**src/rtl/ddr_rx_demux_p.sv**
```systemverilog
// DDR receiver deframer: aligns a word stream on rx_sync and packs FRAME beats
// into one wide output word, with a frame-rate clock and lock/misalignment status.
module ddr_rx_demux_p #(
    parameter int DATA_W = 16,
    parameter int WORDS  = 4,
    parameter int NUM_CH = 1
) (
    input  logic                            Clk,
    input  logic                            Reset,
    input  logic [DATA_W-1:0]               DDR_rx,
    input  logic                            rx_valid,
    input  logic                            rx_sync,
    input  logic                            err_clr,
    output logic [NUM_CH*WORDS*DATA_W-1:0]  dout,
    output logic                            dout_valid,
    output logic                            RxClkDiv,
    output logic                            locked,
    output logic                            sync_err
);

    localparam int FRAME = NUM_CH * WORDS;
    localparam int OUT_W = FRAME * DATA_W;
    localparam int CNT_W = (FRAME > 1) ? $clog2(FRAME) : 1;

    localparam logic [CNT_W-1:0] SLOT_LAST = CNT_W'(FRAME - 1);
    localparam logic [CNT_W-1:0] SLOT_HALF = CNT_W'(FRAME / 2);
    localparam logic [CNT_W-1:0] SLOT_ONE  = CNT_W'(1);

    typedef enum logic {
        ST_UNLOCKED = 1'b0,
        ST_LOCKED   = 1'b1
    } state_e;

    logic [DATA_W-1:0] rx_data_q,  rx_data_d;
    logic              rx_valid_q, rx_valid_d;
    logic              rx_sync_q,  rx_sync_d;

    state_e            state_q,      state_d;
    logic [CNT_W-1:0]  slot_q,       slot_d;
    logic              frame_done_q, frame_done_d;
    logic [OUT_W-1:0]  frame_buf_q,  frame_buf_d;
    logic [OUT_W-1:0]  dout_q,       dout_d;
    logic              dout_valid_q, dout_valid_d;
    logic              rxclkdiv_q,   rxclkdiv_d;
    logic              sync_err_q,   sync_err_d;

    logic              wr_en;
    logic [CNT_W-1:0]  wr_slot;
    logic              err_set;

    always_comb begin
        rx_data_d  = DDR_rx;
        rx_valid_d = rx_valid;
        rx_sync_d  = rx_sync;
    end

    // Slot sequencing and alignment decisions, all made on the registered beat.
    always_comb begin
        state_d      = state_q;
        slot_d       = slot_q;
        frame_done_d = 1'b0;
        wr_en        = 1'b0;
        wr_slot      = slot_q;
        err_set      = 1'b0;

        if (rx_valid_q) begin
            unique case (state_q)
                ST_UNLOCKED: begin
                    if (rx_sync_q) begin
                        state_d = ST_LOCKED;
                        wr_en   = 1'b1;
                        wr_slot = '0;
                        slot_d  = SLOT_ONE;
                    end
                end
                ST_LOCKED: begin
                    wr_en = 1'b1;
                    if (rx_sync_q && (slot_q != '0)) begin
                        // Misaligned sync: restart the frame here, dropping the partial one.
                        err_set = 1'b1;
                        wr_slot = '0;
                        slot_d  = SLOT_ONE;
                    end else if (slot_q == SLOT_LAST) begin
                        slot_d       = '0;
                        frame_done_d = 1'b1;
                    end else begin
                        slot_d = slot_q + SLOT_ONE;
                    end
                end
            endcase
        end
    end

    // Slot k lands in channel k % NUM_CH, word k / NUM_CH; first word is least significant.
    always_comb begin
        frame_buf_d = frame_buf_q;
        if (wr_en) begin
            for (int k = 0; k < FRAME; k++) begin
                if (wr_slot == CNT_W'(k)) begin
                    frame_buf_d[(k % NUM_CH) * WORDS * DATA_W + (k / NUM_CH) * DATA_W +: DATA_W] = rx_data_q;
                end
            end
        end
    end

    always_comb begin
        dout_d       = frame_done_q ? frame_buf_q : dout_q;
        dout_valid_d = frame_done_q;
        rxclkdiv_d   = (state_d == ST_LOCKED) && (slot_d < SLOT_HALF);
        sync_err_d   = err_set | (sync_err_q & ~err_clr);
    end

    // NOTE: sequential state is written only with non-blocking assignments so every
    // flop samples the pre-edge value of every other flop, independent of statement order.
    always_ff @(posedge Clk) begin
        if (Reset) begin
            rx_data_q    <= '0;
            rx_valid_q   <= 1'b0;
            rx_sync_q    <= 1'b0;
            state_q      <= ST_UNLOCKED;
            slot_q       <= '0;
            frame_done_q <= 1'b0;
            dout_q       <= '0;
            dout_valid_q <= 1'b0;
            rxclkdiv_q   <= 1'b0;
            sync_err_q   <= 1'b0;
        end else begin
            rx_data_q    <= rx_data_d;
            rx_valid_q   <= rx_valid_d;
            rx_sync_q    <= rx_sync_d;
            state_q      <= state_d;
            slot_q       <= slot_d;
            frame_done_q <= frame_done_d;
            dout_q       <= dout_d;
            dout_valid_q <= dout_valid_d;
            rxclkdiv_q   <= rxclkdiv_d;
            sync_err_q   <= sync_err_d;
        end
    end

    // NOTE: the assembly buffer has no reset; a frame is only published after every
    // slot has been rewritten since the last sync, so stale contents never reach dout.
    always_ff @(posedge Clk) begin
        frame_buf_q <= frame_buf_d;
    end

    assign dout       = dout_q;
    assign dout_valid = dout_valid_q;
    assign RxClkDiv   = rxclkdiv_q;
    assign locked     = (state_q == ST_LOCKED);
    assign sync_err   = sync_err_q;

endmodule

```
**config.mk**
```make
export PLATFORM = sky130hd
export DESIGN_NAME = ddr_rx_demux_p
export DESIGN_NICKNAME = d
export VERILOG_FILES = /design/src/rtl/ddr_rx_demux_p.sv
export SDC_FILE = /design/constraint.sdc
export NUM_CORES = 1
export LEC_CHECK = 0
export CAP_MARGIN = 10
export CORE_ASPECT_RATIO = 0.6
export CORE_MARGIN = 2
export CORE_UTILIZATION = 51
export CTS_CLUSTER_DIAMETER = 80
export DETAILED_ROUTE_END_ITERATION = 10
export GPL_ROUTABILITY_DRIVEN = 1
export GPL_TIMING_DRIVEN = 1
export PLACE_DENSITY = 0.78
export SYNTH_ARGS = -nofsm -noshare
export SYNTH_HDL_FRONTEND = slang
export SYNTH_SLANG_ARGS = --single-unit
```
**constraint.sdc**
```tcl
create_clock -name Clk -period 2.8 [get_ports Clk]
set_input_delay 0.7 -clock Clk [delete_from_list [all_inputs] [get_ports Clk]]
set_output_delay 0.7 -clock Clk [all_outputs]
set_load 0.02 [all_outputs]
```
==> metrics.md, run 1 <==
| Metric | Value |
|---|---|
| Hold Crit Start | sync_err |
| CTS hold repair buffers | 0 |
| Final HPWL DP | 6.13 mm |
| Initial Util | 0.534 |
| Unrepaired setup endpoints after global routing | no |
| Slew Limit Fails | 0 |
| Clock Path Buffers | 2 |
| Power Density | 715 nW/um2 |
| Buffers added on ports | 88 |
| Crit. End Element | output pin |
| WP data required | 2.10 ns |
| Row cnt | 27 |
| Fmax | 461 MHz |
| R2R Setup Slk | 0.78 ns |
| Final period util | 0.775 |
| DR WL/cell | 16.4 um |
| Max FO, Critical Path | 6 |
| Pre-antenna DRT Iters | 4 |
| Total track usage | 0.195 |
| Syn nets | 366 |
| Initial antenna violation count | 0 |
| Fin. Hold Viols | 0 |
| Final WS setup | 0.629 ns |
| WL final | 9.58 mm |
| Placed inst area | 6000 um2 |
| Slew @ Worst Pin | 0.606 ns |
| Max_cap viols | 0 |
| Core ar. | 9360 um2 |
| Share of cells above drive strength 1 | 0.0927 |
| Post-layout min period | 2.17 ns |
| Sink Count | 153 |
| Antenna Nets Post-Route | 0 |
| HP Class | register to register |
| Die span in y | 80.7 um |
| Die Wd | 132 um |
| WP data arrival | 1.47 ns |
| Grt ovf | 0 |
| Mapped Cells | 343 |
| Peak VDD IR | 0.000609 V |
| Largest net degree at the start of global routing | 38 |
| Dpl ws | 0.771 ns |
| Worst-Skew Late Latency | 0.41 ns |
| Leakage | 2.23 nW |
| H-tree Lvls | 4 |
| Status | finished, final reports clean |
| CP Class | register to output pin |
| # IOs | 89 |
| Nets@finish | 463 |
| Setup violators final | 0 |
| Worst path bufs/invs | 1 |
| Root buf cell | clkbuf_16 |
| Post-CTS setup buffer count | 0 |
| First-pass GRT wire length | 15.3 mm |
| Crit path from | locked |
| Worst-path clk slew | 0.06 ns |
| Slew headroom | 0.596 |
| Vias in the first global route | 2856 |
| Seq/Total Area, Yosys | 0.741 |
| Register bit total from synthesis | 153 |
| TritonCTS clock tree | yes |
| Via count | 2821 |
| Reg2reg start | slot_q[0] |
| Worst path cell trace | clkdlybuf4s50_1 |
| Final Cell Area | 6600 um2 |
| CP max-delay cell | clkdlybuf4s50_1 |
| Hold_ws | 0.471 ns |
| Setup TNS | 0 ns |
| Crit path max-delay family | buffers and inverters |
| Warnings from Yosys | 0 |
| # DRC | 0 |
| Highest cell delay on the worst timing path | 0.65 ns |
| Mapped Avg Cell Area | 14.6 um2 |
| Post-CTS Resized | 0 |
| Layout Skew | 0.00558 ns |
| Synthesized area | 5000 um2 |
| Post-synthesis cell type count | 21 |
| Power, Total | 4.72 mW |
| Die ar. | 10600 um2 |
| CP startpoint kind | register |
| Gp weighted congestion | 0.727 |
| CTS buffer count | 17 |
| Area Growth Syn to Fin | 32.0% |
| DRT iter0 DRCs | 173 |
| ANT cells | 0 |
| Via density | 4.84 |
## per-stage QoR
step | std cells | utilization
global route | 583 | 0.705
floorplan | 343 | -
detailed placement | 551 | 0.641
global placement | 551 | 0.641
CTS | 583 | 0.705
finish | 583 | 0.705
## metal layers
metal | vias to the layer above | part of all wire | GRT usage
li1 | 1381 | - | -
met1 | 1332 | 0.48 | 0.268
met2 | 97 | 0.44 | 0.293
met3 | 11 | 0.077 | 0.0701
met4 | 0 | 0.0083 | 0.0554
met5 | - | 0 | 0
## layout make-up
cell class | count | area [um2]
Sequential cell | 153 | 3710
Fill cell | 605 | 2760
Multi-Input combinational cell | 171 | 1170
Timing Repair Buffer | 95 | 953
Clock buffer | 23 | 478
Tap cell | 130 | 163
Clock inverter | 9 | 120
Inverter | 2 | 7.51
## Yosys cell counts
cell / number / area share
inv_1: 2 / 0.0015
buf_4: 1 / 0.0015
clkbuf_1: 5 / 0.0038
nor3_1: 3 / 0.0030
nor2b_1: 20 / 0.025
mux2i_1: 64 / 0.13
nor2_1: 67 / 0.050
buf_2: 5 / 0.0050
dfxtp_1: 89 / 0.36
a21oi_1: 3 / 0.0030
o21ai_1: 1 / 0.0010
nand2_1: 2 / 0.0015
edfxtp_1: 64 / 0.38
and2_1: 2 / 0.0025
buf_6: 1 / 0.0023
buf_8: 5 / 0.015
o21a_1: 1 / 0.0015
ha_1: 2 / 0.0050
nand2b_1: 3 / 0.0038
nor3b_1: 1 / 0.0015
a32oi_1: 2 / 0.0035
## final timing paths
path                            cells past startpoint         endpoint
worst max-delay path                                1           locked
worst min-delay path                                2         sync_err
worst max register to register                      6  frame_buf_q[46]
worst min register to register                      2         sync_err
## tightest hold or removal path, stage by stage, from the launching register on
cell and delay (ns):
dfxtp_1 0.30, nand2b_1 0.06, a21oi_1 0.06
## cells by family after synthesis
logic type | after synthesis | share of synthesized area
AND/OR/NAND/NOR | 98 | 0.0876
AO/OA/AOI/OAI | 7 | 0.00901
buffers and inverters | 19 | 0.0290
flip-flops | 153 | 0.741
multiplexers | 64 | 0.128
adder cells (fa/ha/maj) | 2 | 0.00501
## cell usage in the layout (no fill, tap or decap), drive strengths merged
cell	n
mux2i	64
inv	2
nor2	67
ha	2
o21a	1
nand2	2
a32oi	2
clkbuf	23
edfxtp	64
clkinv	6
a21oi	3
bufinv	3
nor3b	1
dfxtp	89
nor2b	20
o21ai	1
buf	8
nand2b	3
nor3	3
and2	2
clkdlybuf4s50	87
## power breakdown
group	leakage [nW]	switching, mW	internal (mW)	total (mW)
Combinational	0.624	0.0359	0.0398	0.0757
Clock	0.300	0.815	1.46	2.28
Sequential	1.31	0.0208	2.34	2.36
Total	2.23	0.872	3.85	4.72
## state kept, by name (all words and copies together) (netlist names)
register,cells
slot_q,2
sync_err,1
locked,1
dout_valid_d,1
rx_valid_q,1
frame_buf_q,64
rx_sync_q,1
rx_data_q,16
dout_valid,1
dout,64
RxClkDiv,1
(Power assumes the default switching activity.)
==> inputs of run 2 (changes only) <==
==> constraint.sdc (replaced) <==
create_clock -name Clk -period 2.2 [get_ports Clk]
set_input_delay 0.55 -clock Clk [delete_from_list [all_inputs] [get_ports Clk]]
set_output_delay 0.55 -clock Clk [all_outputs]
set_load 0.02 [all_outputs]
==> run 2 against run 1 <==
Routed wire length grew 2.9%. Flip-flop and latch count is the same. Critical path type unchanged. Utilization shrank 0.067 points. Via count grew 2.1%. Critical path depth is the same. Worst setup slack lost 0.46 ns. Clock power grew 14%. Largest power group unchanged. Critical endpoint unchanged. Hold slack gained 0.0043 ns.
==> metrics.md, run 2 (synthesized netlist as in run 1, its figures left out) <==
| Metric | Value |
|---|---|
| Post-CTS Resized | 0 (unchanged) |
| Die ar. | 10600 um2 (unchanged) |
| # DRC | 0 (unchanged) |
| Post-layout min period | 2.03 ns |
| TritonCTS clock tree | yes |
| Final Cell Area | 6590 um2 (about the same) |
| Largest net degree at the start of global routing | 50 (+32%) |
| Root buf cell | clkbuf_16 |
| Clock Path Buffers | 2 (unchanged) |
| Register area | 3710 um2 (unchanged) |
| Hold_ws | 0.475 ns (+0.00425 ns) |
| Setup violators final | 0 (unchanged) |
| WP data required | 1.65 ns (-0.45 ns) |
| HP Class | register to register |
| Sink Count | 153 (unchanged) |
| Post-CTS setup buffer count | 0 (unchanged) |
| Final HPWL DP | 6.58 mm (+7.3%) |
| Net Sw Frac | 0.196 (+0.0110) |
| Initial Util | 0.534 (unchanged) |
| Via count | 2879 (+2.1%) |
| Slew headroom | 0.680 (+0.0840) |
| Die Wd | 132 um (unchanged) |
| Worst path cell trace | clkdlybuf4s50_1 |
| Crit path max-delay family | buffers and inverters |
| DRT iter0 DRCs | 171 (-1.2%) |
| CTS hold repair buffers | 0 (unchanged) |
| Layout Skew | 0.00747 ns (+0.00189 ns) |
| Antenna Nets Post-Route | 0 (unchanged) |
| Multi-input combinational cell area | 1170 um2 (unchanged) |
| Peak VDD IR | 0.000594 V (-2.5%) |
| Leakage | 2.23 nW (about the same) |
| Switching power | 1.12 mW (+28%) |
| Fin. Hold Viols | 0 (unchanged) |
| Sequential power share | 0.527 (+0.026) |
| Slew @ Worst Pin | 0.480 ns (-0.126 ns) |
| ANT cells | 0 (unchanged) |
| Grt ovf | 0 (unchanged) |
| Worst-path clk slew | 0.05 ns (about the same) |
| Nets@finish | 470 (+1.5%) |
| Final period util | 0.923 |
| WL final | 9.86 mm (+2.9%) |
| Slew Limit Fails | 0 (unchanged) |
| Core ar. | 9360 um2 (unchanged) |
| Buffers added on ports | 88 (unchanged) |
| Via density | 4.88 (+0.85%) |
| Area Growth Syn to Fin | 31.8% (about the same) |
| Unrepaired setup endpoints after global routing | no |
| Commonest non-fill, non-tap cells in the layout | 88 x dfxtp_1, 87 x clkdlybuf4s50_1, 67 x nor2_1 |
| CTS buffer count | 17 (unchanged) |
| WP data arrival | 1.48 ns (about the same) |
| Share of cells above drive strength 1 | 0.102 (+0.00946) |
| Placed inst area | 6050 um2 (+0.88%) |
| Max_cap viols | 0 (unchanged) |
| Highest cell delay on the worst timing path | 0.64 ns (about the same) |
| Initial antenna violation count | 0 (unchanged) |
| Row cnt | 27 (unchanged) |
| CP max-delay cell | clkdlybuf4s50_1 |
| Max FO, Critical Path | 6 (unchanged) |
| Power Density | 866 nW/um2 (+21%) |
| Pint | 4.59 mW (+19%) |
| Worst path bufs/invs | 1 (unchanged) |
| Commonest non-fill, non-tap cell in the layout | dfxtp_1 |
| Pre-antenna DRT Iters | 4 (unchanged) |
| Clock Power Share | 0.456 (-0.027) |
| Crit. End Element | output pin |
| Total track usage | 0.201 (+0.00608) |
| Vias in the first global route | 2922 (+2.3%) |
| CP Class | register to output pin |
| CP startpoint kind | register |
| Power, Total | 5.71 mW (+21%) |
| # IOs | 89 (unchanged) |
| Fill cell total of the finished layout | 612 (+1.2%) |
| Gp weighted congestion | 0.757 (+4.1%) |
| Fmax | 493 MHz |
| Die span in y | 80.7 um (unchanged) |
| Worst-Skew Late Latency | 0.41 ns (about the same) |
| H-tree Lvls | 4 (unchanged) |
| First-pass GRT wire length | 15.7 mm (+2.4%) |
| DR WL/cell | 16.7 um (+1.6%) |
| Status | finished, final reports clean |
| Gate power share | 0.017 (about the same) |
[run 2: worst paths after layout]
check        startpoint               to  slack, ns  depth (start not counted)
max              locked           locked       0.17                          1
min            sync_err         sync_err       0.48                          2
min reg2reg    sync_err         sync_err       0.48                          2
max reg2reg   slot_q[1]  frame_buf_q[23]       0.41                          6
[run 2: final cells by class]
cell class,instances,share of cell area
clock inverters,7,0.00665
clock buffers,25,0.0752
multi-input cells,171,0.177
well taps,130,0.0247
repair buffers,102,0.153
flip-flops and latches,153,0.563
inverters,2,0.00114
[run 2: worst min-delay path: stages, from the launching register on]
cell      delay [ns]
dfxtp_1         0.31
nand2b_1        0.06
a21oi_1         0.06
[run 2: metal layers]
| layer | vias to the layer above | track usage | wire length (um) |
|---|---|---|---|
| met2 | 90 | 0.300 | 4420 |
| met5 | - | 0 | 0 |
| li1 | 1385 | - | - |
| met4 | 0 | 0.0870 | 136 |
| met1 | 1392 | 0.276 | 4740 |
| met3 | 12 | 0.0581 | 558 |
[run 2: power groups by stage]
stage | logic, mW | registers [mW] | clock network (mW)
2_1_floorplan | 0.0439 | 3.06 | 0
3_3_place_gp | 0.0962 | 3.07 | 0
3_5_place_dp | 0.0981 | 3.07 | 0
4_1_cts | 0.0986 | 3.01 | 2.65
5_1_grt | 0.106 | 3.01 | 2.77
6_report | 0.0973 | 3.01 | 2.60
[run 2: metrics by stage]
stage	utilization	TNS, ns	cells	setup WS (ns)
floorplan	-	-8.09	343	-0.169
global placement	0.646	0	558	0.519
detailed placement	0.646	0	558	0.408
CTS	0.704	0	590	0.145
global route	0.704	0	590	0.0943
finish	0.704	0	590	0.170
==> inputs of run 3 (changes only) <==
==> constraint.sdc (replaced) <==
create_clock -name Clk -period 2.2 [get_ports Clk]
set_input_delay 0.33 -clock Clk [delete_from_list [all_inputs] [get_ports Clk]]
set_output_delay 0.33 -clock Clk [all_outputs]
set_load 0.02 [all_outputs]
==> run 3 against run 2 <==
Hold slack worse by 0.063 ns. Via count shrank 0.14%. Fmax rose by 12%. Combinational power shrank 0.5%. Final cell count is 0.34% lower. Utilization rose by 0.35 points. Critical path depth stayed put. Clock power up 7.7%. Register-to-register slack worse by 0.02 ns. Critical endpoint unchanged.
==> metrics.md, run 3 (synthesized netlist as in run 1, its figures left out) <==
| Metric | Value |
|---|---|
| Crit path max-delay family | buffers and inverters |
| Setup violators final | 0 (unchanged) |
| Nets@finish | 468 (-0.43%) |
| # IOs | 89 (unchanged) |
| Total track usage | 0.197 (-0.00440) |
| Buffers added on ports | 88 (unchanged) |
| Clock Path Buffers | 2 (unchanged) |
| Fmax | 550 MHz (+12%) |
| Via density | 4.89 (+0.20%) |
| Unrepaired setup endpoints after global routing | no |
| Max FO, Critical Path | 6 (unchanged) |
| Commonest non-fill, non-tap cells in the layout | 88 x dfxtp_1, 87 x clkdlybuf4s50_1, 67 x nor2_1 |
| First-pass GRT wire length | 15.2 mm (-2.9%) |
| Sequential power share | 0.509 (-0.018) |
| ANT cells | 0 (unchanged) |
| Highest cell delay on the worst timing path | 0.67 ns (+0.03 ns) |
| WP data required | 1.87 ns (+0.22 ns) |
| Pre-antenna DRT Iters | 4 (unchanged) |
| HP Class | primary input to register |
| WL final | 9.71 mm (-1.5%) |
| Worst path bufs/invs | 1 (unchanged) |
| CP Class | register to output pin |
| Share of cells above drive strength 1 | 0.0939 (-0.00829) |
| Initial antenna violation count | 0 (unchanged) |
| Gate power share | 0.016 (about the same) |
| Status | finished, final reports clean |
| Worst-Skew Late Latency | 0.42 ns (about the same) |
| TritonCTS clock tree | yes |
| Multi-input combinational cell area | 1170 um2 (unchanged) |
| # DRC | 0 (unchanged) |
| Layout Skew | 0.00644 ns (-0.00102 ns) |
| Register area | 3710 um2 (unchanged) |
| CTS buffer count | 17 (unchanged) |
| Antenna Nets Post-Route | 0 (unchanged) |
| Initial Util | 0.534 (unchanged) |
| Dpl ws | 0.428 ns (+0.0200 ns) |
| CP startpoint kind | register |
| R2R Path End | frame_buf_q[59] |
| Leakage | 2.24 nW (+0.31%) |
| DRT iter0 DRCs | 167 (-2.3%) |
| Die Wd | 132 um (unchanged) |
| Die span in y | 80.7 um (unchanged) |
| Via count | 2875 (-0.14%) |
| Commonest non-fill, non-tap cell in the layout | dfxtp_1 |
| R2R Setup Slk | 0.39 ns (-0.02 ns) |
| Grt ovf | 0 (unchanged) |
| Post-layout min period | 1.82 ns (-0.213 ns) |
| Area Growth Syn to Fin | 32.5% |
| DR WL/cell | 16.5 um (-1.2%) |
| Fin. Hold Viols | 0 (unchanged) |
| Switching power | 1.13 mW (+0.91%) |
| Power, Total | 5.91 mW (+3.5%) |
| Slew Limit Fails | 0 (unchanged) |
| Post-CTS Resized | 0 (unchanged) |
| Fill cell total of the finished layout | 631 (+3.1%) |
| Final HPWL DP | 6.29 mm (-4.5%) |
| Peak VDD IR | 0.000581 V (-2.1%) |
| Setup TNS | 0 ns (unchanged) |
| Post-CTS setup buffer count | 0 (unchanged) |
| Worst Setup EP | locked |
| Reg2reg start | slot_q[0] |
| Largest net degree at the start of global routing | 40 (-20%) |
| Net Sw Frac | 0.191 (-0.00491) |
| Vias in the first global route | 2854 (-2.3%) |
| Core ar. | 9360 um2 (unchanged) |
| Worst path cell trace | clkdlybuf4s50_1 |
| Row cnt | 27 (unchanged) |
| Final WS setup | 0.383 ns (+0.213 ns) |
| Core Util, Final | 0.708 (+0.00348) |
| CP max-delay cell | clkdlybuf4s50_1 |
| Slew @ Worst Pin | 0.607 ns (+0.127 ns) |
| H-tree Lvls | 4 (unchanged) |
| Power Density | 892 nW/um2 (+3.0%) |
| Sink Count | 153 (unchanged) |
| Slew headroom | 0.595 (-0.0845) |
| Worst-path clk slew | 0.06 ns (about the same) |
| Root buf cell | clkbuf_16 |
| Worst path depth | 1 (unchanged) |
| CTS hold repair buffers | 0 (unchanged) |
| Pint | 4.78 mW (+4.1%) |
| Final period util | 0.826 (-0.0968) |
| Max_cap viols | 0 (unchanged) |
| R2R cell count | 6 (unchanged) |
| WP data arrival | 1.49 ns (about the same) |
| Crit. End Element | output pin |
| Die ar. | 10600 um2 (unchanged) |
| Gp weighted congestion | 0.833 (+10%) |
| Crit path from | locked |
| Clock Power Share | 0.474 (+0.018) |
## run 3: cell types whose count changed in the layout (fill, tap and decap cells not counted)
cell       before  now
clkbuf_1        4    7
buf_4          12   10
clkinv_1        1    0
clkinv_2        3    1
clkinv_4        2    1
clkbuf_16      17   21
clkbuf_8        4    1
## run 3: worst min-delay path by stage
| stage | startpoint | endpoint | slack [ns] | cells after the start |
|---|---|---|---|---|
| 2_1_floorplan | rx_data_q[0] | frame_buf_q[0] | 0.44 | 0 |
| 3_3_place_gp | frame_buf_q[27] | dout[27] | 0.46 | 2 |
| 3_5_place_dp | frame_buf_q[30] | dout[30] | 0.47 | 2 |
| 4_1_cts | Reset | slot_q[1] | 0.40 | 2 |
| 5_1_grt | Reset | dout[53] | 0.44 | 2 |
| 6_report | Reset | dout[48] | 0.41 | 2 |
## run 3: cell type report
cell class / instances / share of cell area
Clock inverter: 3 / 0.00321
Tap cell: 130 / 0.0246
Inverter: 2 / 0.00113
Timing Repair Buffer: 100 / 0.150
Multi-Input combinational cell: 171 / 0.176
Sequential cell: 153 / 0.560
Clock buffer: 29 / 0.0854
## run 3: per-stage QoR
step | instance area, um2 | std cells | hold WS (ns)
floorplan | 5000 | 343 | 0.438
CTS | 6620 | 588 | 0.404
global route | 6620 | 588 | 0.442
global placement | 6030 | 556 | 0.461
detailed placement | 6030 | 556 | 0.472
finish | 6620 | 588 | 0.412
## run 3: power by group through the flow
stage | Clock (mW) | Combinational (mW) | Sequential [mW]
floorplan | 0 | 0.0439 | 3.06
global placement | 0 | 0.0957 | 3.07
detailed placement | 0 | 0.0973 | 3.07
CTS | 2.85 | 0.0980 | 3.01
global route | 2.96 | 0.106 | 3.01
finish | 2.80 | 0.0968 | 3.01
## run 3: metal layers
metal / vias to the layer above / global-route usage / share of wire
li1: 1388 / - / -
met1: 1370 / 0.264 / 0.48
met2: 101 / 0.285 / 0.44
met3: 16 / 0.0726 / 0.071
met4: 0 / 0.0913 / 0.015
met5: - / 0 / 0
